$ cat src/rtl/sort_pkg.sv
// Shared types and constants for the merge sorter tree.
// Holds the element/run defaults, the merge state encoding and a constant log2 helper.
package sort_pkg;

    localparam int unsigned ELEM_W_DEF  = 32;
    localparam int unsigned RUN_LEN_DEF = 16;

    typedef enum logic [1:0] {
        MERGE,
        DRAIN_A,
        DRAIN_B
    } merge_state_t;

    function automatic int unsigned clog2(input int unsigned v);
        int unsigned r;
        r = 0;
        while ((64'd1 << r) < 64'(v)) begin
            r = r + 1;
        end
        return r;
    endfunction

endpackage

$ cat src/rtl/merge_cell_2way_if.sv
// Handshake bundle of a 2-way merge cell: two upstream enq/full streams and one downstream stream.
// The slave modport is the merge cell's view; the master modport is the surrounding tree's view.
interface merge_cell_2way_if
    import sort_pkg::*;
#(
    parameter int unsigned ELEM_W = ELEM_W_DEF
);
    logic [ELEM_W-1:0] din_a;
    logic              enq_a;
    logic              full_a;
    logic [ELEM_W-1:0] din_b;
    logic              enq_b;
    logic              full_b;
    logic [ELEM_W-1:0] dout;
    logic              enq;
    logic              dout_last;
    logic              full;

    modport slave (
        input  din_a, enq_a,
        output full_a,
        input  din_b, enq_b,
        output full_b,
        output dout, enq, dout_last,
        input  full
    );

    modport master (
        output din_a, enq_a,
        input  full_a,
        output din_b, enq_b,
        input  full_b,
        input  dout, enq, dout_last,
        output full
    );
endinterface

$ cat src/rtl/merge_fifo.sv
// First-word-fall-through input buffer of a merge cell: DEPTH x ELEM_W, async active-high reset.
// A push while full is dropped; a pop while empty is ignored.
module merge_fifo
    import sort_pkg::*;
#(
    parameter int unsigned ELEM_W = ELEM_W_DEF,
    parameter int unsigned DEPTH  = 4
) (
    input  logic              clk,
    input  logic              rst,
    input  logic [ELEM_W-1:0] din,
    input  logic              push,
    input  logic              pop,
    output logic [ELEM_W-1:0] head,
    output logic              empty,
    output logic              full
);
    localparam int unsigned    AW       = clog2(DEPTH);
    localparam logic [AW:0]    FULL_CNT = DEPTH[AW:0];
    localparam logic [AW-1:0]  PTR_ONE  = AW'(1);
    localparam logic [AW:0]    CNT_ONE  = (AW+1)'(1);

    logic [ELEM_W-1:0] mem [DEPTH];
    logic [AW-1:0]     wr_ptr;
    logic [AW-1:0]     rd_ptr;
    logic [AW:0]       count;
    logic              do_push;
    logic              do_pop;

    assign full    = (count == FULL_CNT);
    assign empty   = (count == '0);
    assign do_push = push && !full;
    assign do_pop  = pop && !empty;
    assign head    = mem[rd_ptr];

    always_ff @(posedge clk or posedge rst) begin
        if (rst) begin
            wr_ptr <= '0;
            rd_ptr <= '0;
            count  <= '0;
        end else begin
            if (do_push) wr_ptr <= wr_ptr + PTR_ONE;
            if (do_pop)  rd_ptr <= rd_ptr + PTR_ONE;
            case ({do_push, do_pop})
                2'b10:   count <= count + CNT_ONE;
                2'b01:   count <= count - CNT_ONE;
                default: count <= count;
            endcase
        end
    end

    always_ff @(posedge clk) begin
        if (do_push) mem[wr_ptr] <= din;
    end

endmodule

$ cat src/rtl/merge_cell_2way.sv
// Leaf merge cell: merges pairs of sorted RUN_LEN runs from streams A and B into 2*RUN_LEN runs.
// Ascending by default; define MERGER_DESC_EN for a descending merge (same ports and timing).
module merge_cell_2way
    import sort_pkg::*;
#(
    parameter int unsigned ELEM_W  = ELEM_W_DEF,
    parameter int unsigned RUN_LEN = RUN_LEN_DEF,
    parameter int unsigned DEPTH   = 4
) (
    input  logic              clk,
    input  logic              rst,
    merge_cell_2way_if.slave  bus
);
    localparam int unsigned   CW       = clog2(RUN_LEN) + 1;
    localparam logic [CW-1:0] LAST_IN  = CW'(RUN_LEN - 1);
    localparam logic [CW-1:0] LAST_OUT = CW'(2 * RUN_LEN - 1);

    merge_state_t      state, state_nxt;
    logic [CW-1:0]     cnt_a, cnt_a_nxt;
    logic [CW-1:0]     cnt_b, cnt_b_nxt;
    logic [CW-1:0]     out_cnt;
    logic [ELEM_W-1:0] head_a, head_b;
    logic              empty_a, empty_b;
    logic              full_a, full_b;
    logic              sel_a, sel_valid;
    logic              enq_o, pop_a, pop_b;

    merge_fifo #(.ELEM_W(ELEM_W), .DEPTH(DEPTH)) u_fifo_a (
        .clk   (clk),
        .rst   (rst),
        .din   (bus.din_a),
        .push  (bus.enq_a),
        .pop   (pop_a),
        .head  (head_a),
        .empty (empty_a),
        .full  (full_a)
    );

    merge_fifo #(.ELEM_W(ELEM_W), .DEPTH(DEPTH)) u_fifo_b (
        .clk   (clk),
        .rst   (rst),
        .din   (bus.din_b),
        .push  (bus.enq_b),
        .pop   (pop_b),
        .head  (head_b),
        .empty (empty_b),
        .full  (full_b)
    );

    // Tie goes to A in both directions.
    function automatic logic take_a(input logic [ELEM_W-1:0] a, input logic [ELEM_W-1:0] b);
`ifdef MERGER_DESC_EN
        return a >= b;
`else
        return a <= b;
`endif
    endfunction

    always_comb begin
        sel_a     = 1'b0;
        sel_valid = 1'b0;
        state_nxt = state;
        cnt_a_nxt = cnt_a;
        cnt_b_nxt = cnt_b;

        case (state)
            MERGE: begin
                sel_a     = take_a(head_a, head_b);
                sel_valid = !empty_a && !empty_b;
            end
            DRAIN_A: begin
                sel_a     = 1'b1;
                sel_valid = !empty_a;
            end
            DRAIN_B: begin
                sel_a     = 1'b0;
                sel_valid = !empty_b;
            end
            default: begin
                sel_a     = 1'b0;
                sel_valid = 1'b0;
            end
        endcase

        enq_o = !bus.full && sel_valid;
        pop_a = enq_o && sel_a;
        pop_b = enq_o && !sel_a;

        if (pop_a) cnt_a_nxt = cnt_a + CW'(1);
        if (pop_b) cnt_b_nxt = cnt_b + CW'(1);

        // Next-run elements stay parked in the buffers until both counters are cleared here.
        case (state)
            MERGE: begin
                if (pop_a && cnt_a == LAST_IN)      state_nxt = DRAIN_B;
                else if (pop_b && cnt_b == LAST_IN) state_nxt = DRAIN_A;
            end
            DRAIN_A: begin
                if (pop_a && cnt_a == LAST_IN) begin
                    state_nxt = MERGE;
                    cnt_a_nxt = '0;
                    cnt_b_nxt = '0;
                end
            end
            DRAIN_B: begin
                if (pop_b && cnt_b == LAST_IN) begin
                    state_nxt = MERGE;
                    cnt_a_nxt = '0;
                    cnt_b_nxt = '0;
                end
            end
            default: state_nxt = MERGE;
        endcase
    end

    always_ff @(posedge clk or posedge rst) begin
        if (rst) begin
            state   <= MERGE;
            cnt_a   <= '0;
            cnt_b   <= '0;
            out_cnt <= '0;
        end else begin
            state   <= state_nxt;
            cnt_a   <= cnt_a_nxt;
            cnt_b   <= cnt_b_nxt;
            if (enq_o) out_cnt <= out_cnt + CW'(1);
        end
    end

    assign bus.full_a    = full_a;
    assign bus.full_b    = full_b;
    assign bus.enq       = enq_o;
    assign bus.dout      = sel_a ? head_a : head_b;
    assign bus.dout_last = enq_o && (out_cnt == LAST_OUT);

endmodule

$ cat src/flat_wrapper.sv
// flat-port wrapper written by rule: the top's interface ports become plain ports
module merge_cell_2way_flat import sort_pkg::*;
#(
    parameter int unsigned ELEM_W  = ELEM_W_DEF,
    parameter int unsigned RUN_LEN = RUN_LEN_DEF,
    parameter int unsigned DEPTH   = 4
)
  (clk, rst, bus_din_a, bus_enq_a, bus_full_a, bus_din_b, bus_enq_b, bus_full_b, bus_dout, bus_enq, bus_dout_last, bus_full);
  merge_cell_2way_if #(.ELEM_W(ELEM_W)) bus_i ();
  input  logic clk;
  input  logic rst;
  input wire logic [$bits(bus_i.din_a)-1:0] bus_din_a;
  input wire logic [$bits(bus_i.enq_a)-1:0] bus_enq_a;
  output wire logic [$bits(bus_i.full_a)-1:0] bus_full_a;
  input wire logic [$bits(bus_i.din_b)-1:0] bus_din_b;
  input wire logic [$bits(bus_i.enq_b)-1:0] bus_enq_b;
  output wire logic [$bits(bus_i.full_b)-1:0] bus_full_b;
  output wire logic [$bits(bus_i.dout)-1:0] bus_dout;
  output wire logic [$bits(bus_i.enq)-1:0] bus_enq;
  output wire logic [$bits(bus_i.dout_last)-1:0] bus_dout_last;
  input wire logic [$bits(bus_i.full)-1:0] bus_full;
  assign bus_i.din_a = bus_din_a;
  assign bus_i.enq_a = bus_enq_a;
  assign bus_full_a = bus_i.full_a;
  assign bus_i.din_b = bus_din_b;
  assign bus_i.enq_b = bus_enq_b;
  assign bus_full_b = bus_i.full_b;
  assign bus_dout = bus_i.dout;
  assign bus_enq = bus_i.enq;
  assign bus_dout_last = bus_i.dout_last;
  assign bus_i.full = bus_full;
  merge_cell_2way #(.ELEM_W(ELEM_W), .RUN_LEN(RUN_LEN), .DEPTH(DEPTH)) u_core (.clk(clk), .rst(rst), .bus(bus_i));
endmodule
$ cat config.mk
export PLATFORM = sky130hd
export DESIGN_NAME = merge_cell_2way_flat
export DESIGN_NICKNAME = d
export VERILOG_FILES = /design/src/rtl/sort_pkg.sv /design/src/rtl/merge_cell_2way_if.sv /design/src/rtl/merge_fifo.sv /design/src/rtl/merge_cell_2way.sv /design/src/flat_wrapper.sv
export SDC_FILE = /design/constraint.sdc
export NUM_CORES = 1
export LEC_CHECK = 0
export CORE_MARGIN = 2
export CORE_UTILIZATION = 50
export DETAILED_ROUTE_END_ITERATION = 6
export GPL_ROUTABILITY_DRIVEN = 0
export PLACE_DENSITY_LB_ADDON = 0.3
export SLEW_MARGIN = 15
export SYNTH_ARGS = -nofsm -noshare
export SYNTH_HDL_FRONTEND = slang
export SYNTH_SLANG_ARGS = --single-unit
$ cat constraint.sdc
create_clock -name clk -period 10.75 [get_ports clk]
set_clock_uncertainty 0.05 [all_clocks]
set_input_delay 1.6125 -clock clk [delete_from_list [all_inputs] [get_ports clk]]
set_output_delay 1.6125 -clock clk [all_outputs]
set_load 0.02 [all_outputs]
---- Word level (Yosys, flattened, before mapping) ----
Memories as Yosys holds them, arrays and structs flattened.
Index checks and enable logic that the tools add are counted.
word-level totals
  bits in latches ......................... 0
  logic and storage cells ................. 83
  memories ................................ 2
  bits in registers ....................... 31
  input port bits ......................... 69
  ROM bits ................................ 0
  RAM bits ................................ 256
  output and inout bits ................... 36
memory list
  memory               words  width  read ports  clocked after memory_dff  write ports  line              text
  u_core.u_fifo_a.mem  4      32     1           0                         1            merge_fifo.sv:23  logic [ELEM_W-1:0] mem [DEPTH];
  u_core.u_fifo_b.mem  4      32     1           0                         1            merge_fifo.sv:23
operators by class
  $mul .................................... 0
  $lt $le $gt $ge ......................... 1
  add/sub/neg operators ................... 11
  mux-type cells .......................... 22
  div/mod/pow operators ................... 0
  bitwise gates (word level) .............. 0
  shifts and indexed selects .............. 0
  reductions and logical operators ........ 23
  eq/ne operators ......................... 14
operators by type and width
  operator                                               count
  <= comparator 32 bit                                   1
  2-to-1 mux 32 bit                                      1
  2-to-1 mux 5 bit                                       6
  case mux 5 bit (2 select lines)                        2
  adder 5 x 1 -> 5 bit, second input constant            3
  case mux 3 bit (2 select lines)                        2
  logical AND 1 bit                                      11
  == test 5 x 4 -> 1 bit, second input constant          2
  adder 2 x 1 -> 2 bit, second input constant            4
  2-to-1 mux 2 bit                                       4
  adder 3 x 1 -> 3 bit, second input constant            2
  == test 2 x 1 -> 1 bit, second input constant          3
  == test 2 bit, second input constant                   3
  == test 3 bit, second input constant                   2
  logical NOT 1 bit                                      6
  logical NOT 3 bit                                      2
  case mux 2 bit (3 select lines)                        1
  subtractor 3 x 1 -> 3 bit, second input constant       2
  == test 5 bit, second input constant                   1
  2-to-1 mux 1 bit                                       4
  inequality test 2 x 1 -> 1 bit, second input constant  2
  nonzero test 2 bit                                     2
  inequality test 3 x 1 -> 1 bit, second input constant  1
  case mux 1 bit (3 select lines)                        1
  3 further kinds                                        3

---- Longest topological paths before layout ----
  depth after elaboration ................. 10
  mapped depth ............................ 18
  mapped depth without buffers ............ 16

---- Hierarchy ----
A second synthesis with hierarchy kept.
second synthesis, totals
  cell total of the unflattened synthesis .. 672
  area total of the unflattened synthesis .. 12416.9 um^2
by module, submodules not included
  module           cells an instance  instances  seq. area each (um^2)  area each (um^2)
  merge_fifo       206                2          4018.9                 5094.9
  merge_cell_2way  260                1          425.4                  2227.1

---- Worst setup path before layout ----
OpenSTA, ideal clock, no wires.
  kind .................................... register to output
  start point ............................. register u_core.u_fifo_a.rd_ptr[0]
  end point ............................... output port bus_dout[31]
  required time ........................... 9088 ps
  path buffers ............................ 3
  setup slack ............................. 5401 ps
  stages on the path, launching flop included .. 12
  data arrival time ....................... 3687 ps
  cell sequence ........................... dfrtp_1 clkbuf_1 buf_2 mux4_2 ha_1 nand4_1 or4_1 nand2b_4 o221a_4 or2_1 buf_6 o21ai_0
between the ends
  cells in the longest elaborated chain, start to end .. 4
RTL lines
  what                             line                    text
  from (decl)                      merge_fifo.sv:25        logic [AW-1:0] rd_ptr;
  from (signal assigned)           merge_fifo.sv:43        if (do_pop) rd_ptr <= rd_ptr + PTR_ONE;
  memory read (4 x 32 bit) (*)     --
  <= comparator 32 bit             merge_cell_2way.sv:55   return a <= b;
  case mux 1 bit (2 select lines)  merge_cell_2way.sv:66   case (state)
  2-to-1 mux 32 bit (*)            merge_cell_2way.sv:133  assign bus.dout = sel_a ? head_a : head_b;
  to (decl)                        flat_wrapper.sv:18      output wire logic [$bits(bus_i.dout)-1:0] bus_dout;
Every way passes the cells marked *; elsewhere a longest branch is shown, timed or not.

---- Final worst setup path ----
  start point ............................. register u_core.u_fifo_a.rd_ptr[0]
  end point ............................... output port bus_dout[13]
Same word-level chain as after synthesis.

==> summary.md <==
| Metric | Value |
|---|---|
| Outcome | `finished, final reports clean` |
| Max Used Layer | `met4` |
| Final worst slack | `between 3 and 4 ns` |
| Total Routing Usage GR | `about 20%` |
| Max_slew headroom | `a little over two fifths` |
| Mapped Area | `between 0.01 and 0.015 mm2` |
| Share of the synthesized area in the top cell type | `62.5%` |
| First drt pass iteration count | `5` |
| Post-Route WL | `24900 um` |
| Dpl cells | `1123` |
| Initial Utilization | `approximately half` |
| Setup TNS | `0 ns` |
| CP startpoint kind | `register` |
| Synth warn | `0` |
| Most used cell, CP | `buf_4` |
| Clock buffer count from CTS | `28` |
| Die ar. | `0.0259 mm2` |
| Mapped Cells | `between 700 and 800` |
| CTS clk-pin slew, worst paths | `0.06 ns` |
| Unrepaired setup endpoints after global routing | `no` |
| VDD IR max | `between 0.2 and 0.25 mV` |
| Register bit total from synthesis | `287` |
| Crit path capture type | `primary output` |
| Port bufs | `about 100` |
| Hold_sp | `u_core.out_cnt[3]` |
| Post-CTS Resized | `0` |
| Htree depth | `1` |
| Clk Latency, worst-skew pair | `approximately 0.54 ns` |
| CP arrival | `~5.6 ns` |
| Final period util | `~68%` |
| Top cells by area, synth | `edfxtp_1 63%, mux4_2 12%, dfrtp_1 6.3%` |
| IO Count | `105` |
| Design area | `roughly 0.015 mm2` |
| Max-cap violations | `0` |
| Main synth FF type | `edfxtp_1` |
| Area growth, synth to finish | `18.2%` |
| Leakage | `5.22 nW` |
| Worst Setup SP | `u_core.u_fifo_a.rd_ptr[0]` |
| Mean post-synth cell area | `approximately 17 um2` |
| Slowest cell on the critical path | `clkdlybuf4s50_1` |
| Sink Count | `287` |
| Number of routed nets with antenna violations | `0` |
| Drt via density | `5.57` |
| Cell taking the most area after synthesis | `edfxtp_1` |
| Wirelength per Cell | `21.2 um` |
| Die X-Extent | `161 um` |
| # rows | `57` |
| Final Hold Violating Endpoints | `0` |
| GRT overflow | `0` |
| Initial drt markers | `about 490` |
| Worst-margin pin slew | `approximately 0.87 ns` |
| Fill cells | `1782` |
| Met2 routed WL | `approximately 12000 um` |
| ANT cells | `0` |
| Post-synth net total | `~830` |
| Non-filler cells, final | `~1200` |
| Slew Viols, Final | `0` |
| Wl on met1 | `roughly 11000 um` |
| Die height | `roughly 160 um` |
| WP data required | `approximately 9 ns` |
| Max Fclk | `around 0.14 GHz` |
| CTS tree | `yes` |
| Critical Path Max Stage Delay | `between 0.6 and 0.7 ns` |
| Vias | `between 6000 and 7000` |
| Initial antenna violation count | `0` |
| Crit Path Max Fanout | `slightly above 60` |
| Residual DRC | `0` |
| Clk buf depth | `3` |
| Core Box Area | `between 0.02 and 0.025 mm2` |
| Tightest hold margin | `between 0.4 and 0.5 ns` |
| Fraction of layout cells with a size suffix above 1 | `17.0%` |
| Hold Buf Count CTS | `0` |
| Async SR Flop Fraction | `a little over a tenth` |
| Post-CTS Setup Repair Bufs | `0` |
| Pwr/cell area | `about 340 mW/mm2` |
| Vias in the first global route | `slightly below 7000` |
| Total power | `around 5 mW` |
| WS Path Type | `register to primary output` |
| Final setup violation count | `0` |
| Placed inst area | `~0.014 mm2` |
| Routed wl met3 | `1510 um` |
| Hpwl dp | `16500 um` |
| Minimum clock period | `between 7 and 8 ns` |
| First-pass GRT wire length | `38800 um` |
| Worst slack at placement | `roughly 4.0 ns` |
| Synth cell types | `50` |
| Layout Nets | `~950` |
| Worst r2r src | `u_core.u_fifo_a.rd_ptr[0]` |
| Root Buffer | `clkbuf_16` |
| Cells along the critical path | `buf_4 > mux4_2 > ha_1 > a21oi_1 > o21ai_0 > a221o_1 > a211oi_1 > o221a_4 > or2_2 > buf_4 > nand2_1 > o21ai_2 > clkdlybuf4s50_1` |
| Post-synthesis sequential area ratio | `68.8%` |
| Post-synth EDFFs | `256` |
| Final Util | `60.0%` |
| Worst Hold Class | `register to register` |
| Pin count of the biggest net entering global routing | `63` |
==> registers in the layout, summed over array words and instances (netlist names), 3 cells and up <==
| register | cells |
|---|---|
| u_core.cnt_a | 5 |
| u_core.cnt_b | 5 |
| u_core.out_cnt | 5 |
| u_core.u_fifo_a.count | 3 |
| u_core.u_fifo_a.mem | 128 |
| u_core.u_fifo_b.count | 3 |
| u_core.u_fifo_b.mem | 128 |
==> cell usage in the layout (no fill, tap or decap), drive strengths merged, types with 7 or more instances in the layout <==
| master | count |
|---|---|
| o21ai | 42 |
| and2 | 8 |
| dfrtp | 31 |
| mux4 | 64 |
| clkbuf | 39 |
| nand3 | 7 |
| xor2 | 7 |
| clkdlybuf4s50 | 104 |
| ha | 52 |
| and3 | 8 |
| nand2 | 57 |
| inv | 52 |
| nor2 | 20 |
| edfxtp | 256 |
| xnor2 | 12 |
| a21oi | 19 |
| nand4 | 9 |
| buf | 14 |
| clkinv | 11 |
==> layer usage <==
metal,vias up,GRT usage (%)
met5,-,0
met4,0,6.57
met3,39,3.33
met2,217,32.0
met1,3303,27.4
li1,2982,-
==> final timing paths <==
kind,to,cells after the start,slack [ns]
max in group asynchronous,u_core.u_fifo_a.rd_ptr[0],3,8.89
worst max register to register,u_core.u_fifo_b.count[2],14,5.51
worst max-delay path,bus_dout[13],13,3.48
worst min register to register,u_core.out_cnt[3],1,0.43
worst min-delay path,u_core.out_cnt[3],1,0.43
min in group asynchronous,u_core.u_fifo_b.count[2],3,1.42
==> worst max-delay path, delay by kind of cell (launching register included) <==
kind	cells	cell delay, ns
fa+ha+maj	1	0.35
compound gates	6	1.49
mux	1	0.59
flops	1	0.59
buf+inv	3	1.72
simple gates	2	0.29
==> Yosys cell counts (2+ instances only) <==
master	count
edfxtp_1	256
mux4_2	64
nand2_1	57
ha_1	52
inv_1	50
dfrtp_1	31
nor2_1	20
a21oi_1	19
o21ai_2	17
clkbuf_1	13
o21ai_1	13
o21ai_0	12
xnor2_1	12
and2_1	8
buf_6	8
nand4_1	8
and3_1	7
buf_2	7
nand3_1	7
xor2_1	6
nor2b_1	4
nor3_1	3
o21a_1	3
a211oi_2	2
a21o_1	2
a22o_1	2
fa_1	2
or3_1	2
or4_1	2
==> where the power goes <==
| part | total [mW] | internal, mW | switching [mW] |
|---|---|---|---|
| logic | 2.43 | 1.03 | 1.40 |
| registers | 1.59 | 1.49 | 0.104 |
| clock network | 0.913 | 0.522 | 0.391 |
| total | 4.94 | 3.04 | 1.90 |
==> area by class of cell <==
class / count / area, um2 / share of cell area, %
clock buffers: 39 / 805 / 5.53
clock inverters: 13 / 65.1 / 0.447
inverters: 51 / 191 / 1.32
multi-input cells: 343 / 3460 / 23.8
flip-flops and latches: 287 / 8470 / 58.2
well taps: 324 / 405 / 2.79
repair buffers: 118 / 1150 / 7.88
==> cell families (layout without fill, tap and decap cells) <==
kind of cell | Yosys count | after routing | share of synthesized area (%)
flip-flops | 287 | 287 | 68.8
AND/OR/NAND/NOR | 126 | 126 | 4.96
buffers and inverters | 80 | 221 | 3.03
AO/OA/AOI/OAI | 79 | 79 | 4.35
multiplexers | 65 | 65 | 11.8
adder cells (fa/ha/maj) | 54 | 54 | 5.62
XOR/XNOR | 19 | 19 | 1.41
Power figures use the tool's default switching activity.
